===== config.mk =====
export PLATFORM = sky130hd
export DESIGN_NAME = divisibility_flags_serial_flat
export DESIGN_NICKNAME = d
export VERILOG_FILES = /design/src/rtl/divisibility_flags_serial_pkg.sv /design/src/rtl/divisibility_flags_serial_if.sv /design/src/rtl/divisibility_flags_serial_mod_step.sv /design/src/rtl/divisibility_flags_serial.sv /design/src/flat_wrapper.sv
export SDC_FILE = /design/constraint.sdc
export NUM_CORES = 1
export LEC_CHECK = 0
export ABC_AREA = 0
export BUFFER_PORTS_ARGS = -buffer_cell sky130_fd_sc_hd__buf_2
export CAP_MARGIN = 10
export CORE_MARGIN = 3
export CORE_UTILIZATION = 40
export DETAILED_ROUTE_END_ITERATION = 7
export PLACE_DENSITY_LB_ADDON = 0.08
export REMOVE_ABC_BUFFERS = 1
export SETUP_SLACK_MARGIN = 0.3
export SKIP_LAST_GASP = 1
export SYNTH_ARGS = -nofsm -noshare
export SYNTH_HDL_FRONTEND = slang
export SYNTH_SLANG_ARGS = --single-unit
export TNS_END_PERCENT = 20

===== constraint.sdc =====
create_clock -name clk -period 1.93 [get_ports clk]
set_input_delay 0.2895 -clock clk [delete_from_list [all_inputs] [get_ports clk]]
set_output_delay 0.2895 -clock clk [all_outputs]
set_load 0.01 [all_outputs]

===== src/rtl/divisibility_flags_serial_pkg.sv =====
// divisibility_pkg: shared FSM state type and remainder-width helper
//   state_t  - IDLE / SHIFT / DONE for the serial divisibility FSM
//   rem_w()  - bits needed to hold a remainder modulo div (div >= 2)
package divisibility_pkg;
   typedef enum logic [1:0] {IDLE, SHIFT, DONE} state_t;
   function automatic int rem_w(input int div);
      return $clog2(div);
   endfunction
endpackage


===== src/rtl/divisibility_flags_serial_if.sv =====
// divisibility_flags_serial_if: operand/result handshake bundle
//   in_valid/in_ready/in_data   operand channel (master -> slave)
//   out_valid/out_ready         result channel (slave -> master)
//   flag_a/flag_b               result flags, valid with out_valid
interface divisibility_flags_serial_if #(parameter int WIDTH = 4);
   logic             in_valid;
   logic             in_ready;
   logic [WIDTH-1:0] in_data;
   logic             out_valid;
   logic             out_ready;
   logic             flag_a;
   logic             flag_b;
   modport master (output in_valid, in_data, out_ready, input in_ready, out_valid, flag_a, flag_b);
   modport slave (input in_valid, in_data, out_ready, output in_ready, out_valid, flag_a, flag_b);
endinterface


===== src/rtl/divisibility_flags_serial_mod_step.sv =====
// mod_step: one MSB-first running-remainder step, rem_next = (2*rem + bit_in) mod DIV
//   rem       in   current remainder, always < DIV
//   bit_in    in   next operand bit
//   rem_next  out  updated remainder, always < DIV
module mod_step
   import divisibility_pkg::*;
#(
   parameter int DIV = 3
) (
   input  logic [rem_w(DIV)-1:0] rem,
   input  logic                  bit_in,
   output logic [rem_w(DIV)-1:0] rem_next
);
   localparam int RW = rem_w(DIV);
   logic [RW:0] t;
   // 2*rem+1 <= 2*DIV-1, so a single conditional subtract always lands below DIV
   assign t = {rem, bit_in};
   assign rem_next = (t >= (RW+1)'(DIV)) ? RW'(t - (RW+1)'(DIV)) : t[RW-1:0];
endmodule


===== src/rtl/divisibility_flags_serial.sv =====
// divisibility_flags_serial: bit-serial "nonzero multiple of DIV_A / DIV_B" flag generator
//   clk    in   rising-edge clock
//   rst_n  in   asynchronous active-low reset
//   bus    slave modport: operand handshake in, result handshake + flags out
//   busy   out  high whenever the FSM is not IDLE
module divisibility_flags_serial
   import divisibility_pkg::*;
#(
   parameter int WIDTH     = 4,
   parameter int DIV_A     = 3,
   parameter int DIV_B     = 2,
   parameter bit ZERO_FLAG = 1'b0
) (
   input  logic                           clk,
   input  logic                           rst_n,
   divisibility_flags_serial_if.slave     bus,
   output logic                           busy
);
   localparam int CW  = $clog2(WIDTH + 1);
   localparam int RWA = rem_w(DIV_A);
   localparam int RWB = rem_w(DIV_B);

   if (WIDTH < 1 || DIV_A < 2 || DIV_B < 2) begin : g_bad_param
      $error("divisibility_flags_serial: need WIDTH>=1, DIV_A>=2, DIV_B>=2");
   end

   state_t           state_q, state_d;
   logic [WIDTH-1:0] sr_q, sr_d;
   logic [CW-1:0]    cnt_q, cnt_d;
   logic [RWA-1:0]   rem_a_q, rem_a_d, nxt_a;
   logic [RWB-1:0]   rem_b_q, rem_b_d, nxt_b;
   logic             nz_q, nz_d;
   logic             flag_a_q, flag_a_d;
   logic             flag_b_q, flag_b_d;
   logic             last;

   mod_step #(.DIV(DIV_A)) u_step_a (.rem(rem_a_q), .bit_in(sr_q[WIDTH-1]), .rem_next(nxt_a));
   mod_step #(.DIV(DIV_B)) u_step_b (.rem(rem_b_q), .bit_in(sr_q[WIDTH-1]), .rem_next(nxt_b));

   assign last = cnt_q == CW'(WIDTH - 1);

   always_comb begin
      state_d  = state_q;
      sr_d     = sr_q;
      cnt_d    = cnt_q;
      rem_a_d  = rem_a_q;
      rem_b_d  = rem_b_q;
      nz_d     = nz_q;
      flag_a_d = flag_a_q;
      flag_b_d = flag_b_q;
      unique case (state_q)
         IDLE: if (bus.in_valid) begin
            state_d = SHIFT;
            sr_d    = bus.in_data;
            cnt_d   = '0;
            rem_a_d = '0;
            rem_b_d = '0;
            nz_d    = |bus.in_data;
         end
         SHIFT: begin
            sr_d    = sr_q << 1;
            rem_a_d = nxt_a;
            rem_b_d = nxt_b;
            // counter saturates at WIDTH-1; it is reloaded on the next accept
            cnt_d   = last ? cnt_q : cnt_q + 1'b1;
            if (last) begin
               state_d  = DONE;
               flag_a_d = (nxt_a == '0) & (nz_q | ZERO_FLAG);
               flag_b_d = (nxt_b == '0) & (nz_q | ZERO_FLAG);
            end
         end
         DONE: state_d = bus.out_ready ? IDLE : DONE;
         default: state_d = IDLE;
      endcase
   end

   always_ff @(posedge clk or negedge rst_n) begin
      if (!rst_n) begin
         state_q  <= IDLE;
         sr_q     <= '0;
         cnt_q    <= '0;
         rem_a_q  <= '0;
         rem_b_q  <= '0;
         nz_q     <= 1'b0;
         flag_a_q <= 1'b0;
         flag_b_q <= 1'b0;
      end else begin
         state_q  <= state_d;
         sr_q     <= sr_d;
         cnt_q    <= cnt_d;
         rem_a_q  <= rem_a_d;
         rem_b_q  <= rem_b_d;
         nz_q     <= nz_d;
         flag_a_q <= flag_a_d;
         flag_b_q <= flag_b_d;
      end
   end

   assign bus.in_ready  = state_q == IDLE;
   assign bus.out_valid = state_q == DONE;
   assign bus.flag_a    = flag_a_q;
   assign bus.flag_b    = flag_b_q;
   assign busy          = state_q != IDLE;
endmodule


===== src/flat_wrapper.sv =====
// flat-port wrapper written by rule: the top's interface ports become plain ports
module divisibility_flags_serial_flat import divisibility_pkg::*;
#(
   parameter int WIDTH     = 4,
   parameter int DIV_A     = 3,
   parameter int DIV_B     = 2,
   parameter bit ZERO_FLAG = 1'b0
)
  (clk, rst_n, busy, bus_in_valid, bus_in_data, bus_out_ready, bus_in_ready, bus_out_valid, bus_flag_a, bus_flag_b);
  divisibility_flags_serial_if #(.WIDTH(WIDTH)) bus_i ();
  input  logic clk;
  input  logic rst_n;
  output logic busy;
  input wire logic [$bits(bus_i.in_valid)-1:0] bus_in_valid;
  input wire logic [$bits(bus_i.in_data)-1:0] bus_in_data;
  input wire logic [$bits(bus_i.out_ready)-1:0] bus_out_ready;
  output wire logic [$bits(bus_i.in_ready)-1:0] bus_in_ready;
  output wire logic [$bits(bus_i.out_valid)-1:0] bus_out_valid;
  output wire logic [$bits(bus_i.flag_a)-1:0] bus_flag_a;
  output wire logic [$bits(bus_i.flag_b)-1:0] bus_flag_b;
  assign bus_i.in_valid = bus_in_valid;
  assign bus_i.in_data = bus_in_data;
  assign bus_i.out_ready = bus_out_ready;
  assign bus_in_ready = bus_i.in_ready;
  assign bus_out_valid = bus_i.out_valid;
  assign bus_flag_a = bus_i.flag_a;
  assign bus_flag_b = bus_i.flag_b;
  divisibility_flags_serial #(.WIDTH(WIDTH), .DIV_A(DIV_A), .DIV_B(DIV_B), .ZERO_FLAG(ZERO_FLAG)) u_core (.clk(clk), .rst_n(rst_n), .bus(bus_i), .busy(busy));
endmodule

==> results of run 1 <==
[worst paths after layout]
| kind | to | slack, ps | start |
|---|---|---|---|
| worst max-delay path | u_core.bus.flag_a | 330 | u_core.sr_q[3] |
| worst min-delay path | u_core.state_q[1] | 200 | bus_out_ready |
| worst max register to register | u_core.bus.flag_a | 330 | u_core.sr_q[3] |
| worst min register to register | u_core.bus.flag_b | 480 | u_core.bus.flag_b |
| max in group asynchronous | u_core.state_q[1] | 1260 | rst_n |
| min in group asynchronous | u_core.sr_q[2] | 430 | rst_n |
[cells in the final DEF (no fill, tap or decap), types with 3 or more instances in the layout]
cell type  Yosys  layout
a21oi_1        6       6
a22o_1         4       4
buf_2          0      12
buf_4          2       3
clkbuf_4       0       3
dfrtp_1       14      14
inv_1          4       4
nand2_1        6       6
nor2b_1        5       5
o21ai_0        9       9
[timing repair]
item | CTS | global route
gates resized for setup | 1 | 2
setup buffers | 1 | 2
hold buffers | 1 | 0
endpoints found under the setup margin | 1 | 2
endpoints found under the hold margin | 14 | 0
[final cells by class]
| type | instances | area (µm²) | share of cell area [%] |
|---|---|---|---|
| Multi-Input combinational cell | 52 | 348 | 40.5 |
| Sequential cell | 14 | 350 | 40.8 |
| Clock buffer | 3 | 22.5 | 2.62 |
| Timing Repair Buffer | 16 | 92.6 | 10.8 |
| Inverter | 4 | 15.0 | 1.75 |
| Tap cell | 24 | 30.0 | 3.50 |
[logic make-up after synthesis]
logic type	count (synthesis)	share of synthesized area, %
AO/OA/AOI/OAI	25	21.8
adder cells (fa/ha/maj)	3	5.23
buffers and inverters	6	4.18
flip-flops	14	48.8
multiplexers	2	3.66
AND/OR/NAND/NOR	22	16.4
[metrics by stage]
step	std cells	power (mW)	setup WS [ps]	area [µm²]
finish	113	1.30	327	858
global route	113	1.42	285	858
CTS	111	1.28	323	836
detailed placement	106	1.10	253	793
global placement	106	1.07	299	793
floorplan	70	0.931	319	703
[cell usage after synthesis, types with 2 or more instances]
| cell | instances | area, µm² |
|---|---|---|
| a21oi_1 | 6 | 30.0 |
| a22o_1 | 4 | 35.0 |
| a22oi_1 | 2 | 15.0 |
| buf_4 | 2 | 15.0 |
| dfrtp_1 | 14 | 350 |
| ha_1 | 3 | 37.5 |
| inv_1 | 4 | 15.0 |
| nand2_1 | 6 | 22.5 |
| nand2b_1 | 2 | 12.5 |
| nor2_1 | 3 | 11.3 |
| nor2b_1 | 5 | 31.3 |
| o21ai_0 | 9 | 45.0 |
[flip-flops by register name, indices dropped and copies added, names as in the netlist]
name,count
u_core.sr_q,4
u_core.cnt_q,3
u_core.rem_a_q,2
u_core.state_q,2
u_core.bus.flag_a,1
u_core.bus.flag_b,1
u_core.nz_q,1
[per-layer routing]
metal | share of wire [%] | track usage [%] | vias up
met5 | 0 | 0 | -
met4 | 0.63 | 5.69 | 0
met3 | 2.7 | 3.07 | 2
met2 | 45 | 20.4 | 6
met1 | 51 | 18.2 | 270
li1 | - | - | 296
[power groups by stage]
stage	clock [mW]	sequential, mW	combinational [mW]
global placement	0	0.550	0.525
CTS	0.171	0.542	0.564
finish	0.164	0.545	0.594
global route	0.184	0.566	0.672
floorplan	0	0.527	0.405
detailed placement	0	0.555	0.541
==> flow_summary_export.csv, run 1 <==
group,metric,value,unit
synth,async_flop_share,100,%
clocking,clk_latency,280,ps
sta,fmax,0.624,GHz
die,die-area,2340,µm²
die,ios,13,
setup_path,crit_buf_inv,0,
synth,netlist_instances,72,
flow_run,cap_violations,0,
setup_path,arrival,1770,ps
pwr,max-vdd-ir-drop,0.599,mV
setup_path,crit_type,"reg2reg",
die,die_x,48.4,µm
pwr,combPwrFrac,45.6,%
pwr,p_sw,497,µW
min_path,holdPathStages,2,
setup_path,path_depth,4,
synth,synthesis.area,718,µm²
setup_path,critPathSlowestCell,"dfrtp_1",
routing,wirelength,1.43,mm
routing,avgRoutedWirePerCell,12.7,µm
routing,drt_iter0_drc,10,
synth,ys.flop_type,"dfrtp_1",
synth,synth_edf_count,0,
synth,ys_seq_area_share,48.8,%
sta,slew_headroom,59.2,%
routing,drc,0,
die,num_rows,14,
min_path,hold_class,"in2reg",
sta,grt_setup_unrepaired,"yes",
pwr,seqPwrFrac,41.8,%
sta,tightest_slew,611,ps
placement,io_buffers,12,
synth,synth_seq_cells,14,
routing,via_count,574,
routing,via_per_inst,5.08,
grt,grt_pass1_vias,541,
synth,synth.avg_cell_area,9.97,µm²
finish,fillers,150,
die,start_util,45.1,%
sta,finalSetupTns,0,ps
clocking,cts_tree,"yes",
setup_path,crit_family,"flip-flops",
setup_path,end_kind,"flip-flop",
sta,hold_slack,198,ps
setup_path,path_max_fanout,3,
clocking,clock-sinks,14,
sta,setup_viol_count_final,0,
setup_path,slowest_delay,400,ps
setup_path,worstPathCellList,"ha_2, or3_4, mux2_4, a32o_1",
die,core-area,1590,µm²
grt,grt_use_total,13.4,%
sta,skew,7.26,ps
grt,grt_max_degree,15,
clocking,cts_buffers,3,
clocking,cts-root-buf,"clkbuf_4",
pwr,switching_share,38.2,%
outcome,status,"completed",
sta,fin_crit_sh,83.0,%
clocking,h-tree-depth,1,
setup_path,critPathLaunchType,"flip-flop",
placement,dp_hpwl,1.01,mm
sta,maxSlewViolCount,0,
die,die_y,48.4,µm
pwr,clockPowerShare,12.6,%
routing,ant_nets,0,
finish,utilization,53.8,%
synth,ys_types,24,
pwr,p_int,805,µW
grt,grt_pass1_wl,2.50,mm
clocking,cts_max_path_buffers,2,
finish,antennaDiodeCount,0,
placement,gp_congestion,0.768,
grt,antenna_found_initial,0,
finish,area_growth_syn_to_layout,19.5,%
sta,final-hold-violation-count,0,
finish,layout.nets,102,
grt,grt-ovfl-total,0,
setup_path,r2r_cells,4,
sta,min_period,1600,ps
setup_path,critPathRequiredTime,2090,ps
pwr,powerDensity,1520,nW/µm²
pwr,p_leak,0.413,nW
routing,drt_pass1_iterations,4,
synth,yosysWarnings,0,
finish,drive_gt1_share,25.8,%
clocking,clk_pin_slew,90,ps
No activity file was read; power rests on OpenSTA's default activity.
==> run 2, diff against run 1 <==
- clock period: 1.93 -> 1.56 ns (I/O delays scaled with it)
==> run 2 against run 1 <==
  * The flow now finishes with violations (setup timing)
  * Clock skew down 6.0 ps
  * Sequential share of layout area decreased by 3.8 points
  * Global-route usage grew 1.2 points
  * Critical path type unchanged
  * Largest cell class is now multi-input gates
==> flow_summary_export.csv, run 2 (synthesis results as in run 1) <==
group,metric,value,unit
clocking,clk_pin_slew,90,ps
routing,drt_iter0_drc,20,
outcome,violations,"setup timing",
finish,antennaDiodeCount,0,
sta,fin_crit_sh,101,%
routing,wirelength,1.67,mm
pwr,p_leak,0.478,nW
sta,grt_setup_unrepaired,"yes",
sta,final-hold-violation-count,0,
routing,ant_nets,0,
routing,drt_pass1_iterations,4,
grt,grt_use_total,14.5,%
grt,antenna_found_initial,0,
grt,grt_pass1_vias,575,
finish,regMostFlops,"u_core.sr_q",
routing,via_count,633,
sta,maxSlewViolCount,0,
setup_path,worstPathCellList,"ha_2, or3_4, mux2_4, a32o_1",
placement,gp_congestion,0.753,
setup_path,arrival,1750,ps
finish,utilization,59.7,%
sta,slew_headroom,78.2,%
die,die_x,48.4,µm
setup_path,end_kind,"flip-flop",
finish,drive_gt1_share,36.4,%
routing,via_per_inst,5.15,
setup_path,crit_type,"reg2reg",
finish,area_growth_syn_to_layout,32.6,%
sta,hold_slack,128,ps
clocking,cts_buffers,3,
placement,io_buffers,12,
outcome,status,"finished, violations left",
finish,final_cell_mix,"buf_2, buf_4, dfrtp_1",
sta,tightest_slew,327,ps
clocking,clock-sinks,14,
clocking,cts_tree,"yes",
die,die_y,48.4,µm
sta,skew,1.28,ps
setup_path,path_max_fanout,2,
clocking,cts_max_path_buffers,2,
clocking,cts-root-buf,"clkbuf_4",
placement,place_area,831,µm²
die,die-area,2340,µm²
finish,top_regs,"u_core.sr_q x4, u_core.cnt_q x3",
clocking,clk_latency,280,ps
grt,grt_max_degree,15,
min_path,hold_class,"in2reg",
die,num_rows,14,
setup_path,critPathRequiredTime,1740,ps
flow_run,cap_violations,0,
sta,setup_viol_count_final,1,
die,start_util,45.1,%
pwr,powerDensity,1940,nW/µm²
placement,dp_hpwl,1.06,mm
grt,grt_pass1_wl,2.62,mm
clocking,h-tree-depth,1,
finish,layout.nets,112,
sta,fmax,0.636,GHz
finish,largest_reg_flops,4,
sta,finalWorstSetupSlack,-12.7,ps
setup_path,critPathSlowestCell,"dfrtp_1",
pwr,max-vdd-ir-drop,1.05,mV
routing,drc,0,
die,ios,13,
finish,final_design_area_no_fill,952,µm²
grt,grt-ovfl-total,0,
sta,min_period,1570,ps
pwr,power,1.84,mW
die,core-area,1590,µm²
routing,avgRoutedWirePerCell,13.6,µm
setup_path,critPathLaunchType,"flip-flop",
setup_path,slowest_delay,400,ps
run 2: final cells by class:
type	count	area, µm²
Clock buffer	3	22.5
Sequential cell	14	353
Tap cell	24	30.0
Inverter	4	15.0
Timing Repair Buffer	26	173
Fill cell	151	642
Multi-Input combinational cell	52	359
run 2: per-stage QoR:
stage / setup WS, ps / instances / TNS, ps
after floorplan: -51.3 / 70 / -51.3
final: -12.7 / 123 / -12.7
after CTS: 13.9 / 116 / 0
after global placement: 2.48 / 111 / 0
after global routing: -44.3 / 123 / -59.6
after detailed placement: -25.6 / 111 / -25.6
run 2: layer usage:
layer / GRT usage [%] / up-vias / wire length, µm
met5: 0 / - / 0
met4: 9.95 / 0 / 44
met3: 3.07 / 4 / 56
met2: 22.0 / 11 / 761
met1: 18.6 / 303 / 805
li1: - / 315 / -
run 2: path summary, 6_finish.rpt:
kind | endpoint | slack [ps] | cells past startpoint | startpoint
min reg2reg | u_core.bus.flag_a | 500 | 1 | u_core.bus.flag_a
min | u_core.state_q[1] | 130 | 2 | bus_out_ready
max | u_core.bus.flag_a | -10 | 4 | u_core.rem_a_q[0]
max reg2reg | u_core.bus.flag_a | -10 | 4 | u_core.rem_a_q[0]
min in group asynchronous | u_core.rem_a_q[0] | 370 | 2 | rst_n
max in group asynchronous | u_core.state_q[0] | 930 | 2 | rst_n
run 2: critical path: cells and delay by family (launching register included):
| kind | cells | cell delay, ps |
|---|---|---|
| DFF | 1 | 400 |
| and+or+nand+nor | 1 | 360 |
| adders and majority gates | 1 | 200 |
| muxes | 1 | 270 |
| AOI/OAI and AO/OA | 1 | 240 |
run 2: timing repair:
item                                    4_1_cts  5_1_grt
hold buffers                                  1        0
endpoints found under the setup margin       11       12
pin swaps                                     1        2
buffers inserted                              1        7
hold endpoints to repair                     14        0
gates resized for setup                       3        6
run 2: power breakdown:
group          internal, mW  total, mW  switching, mW
clock                0.0897      0.216          0.127
sequential            0.519      0.654          0.135
combinational         0.541      0.974          0.433
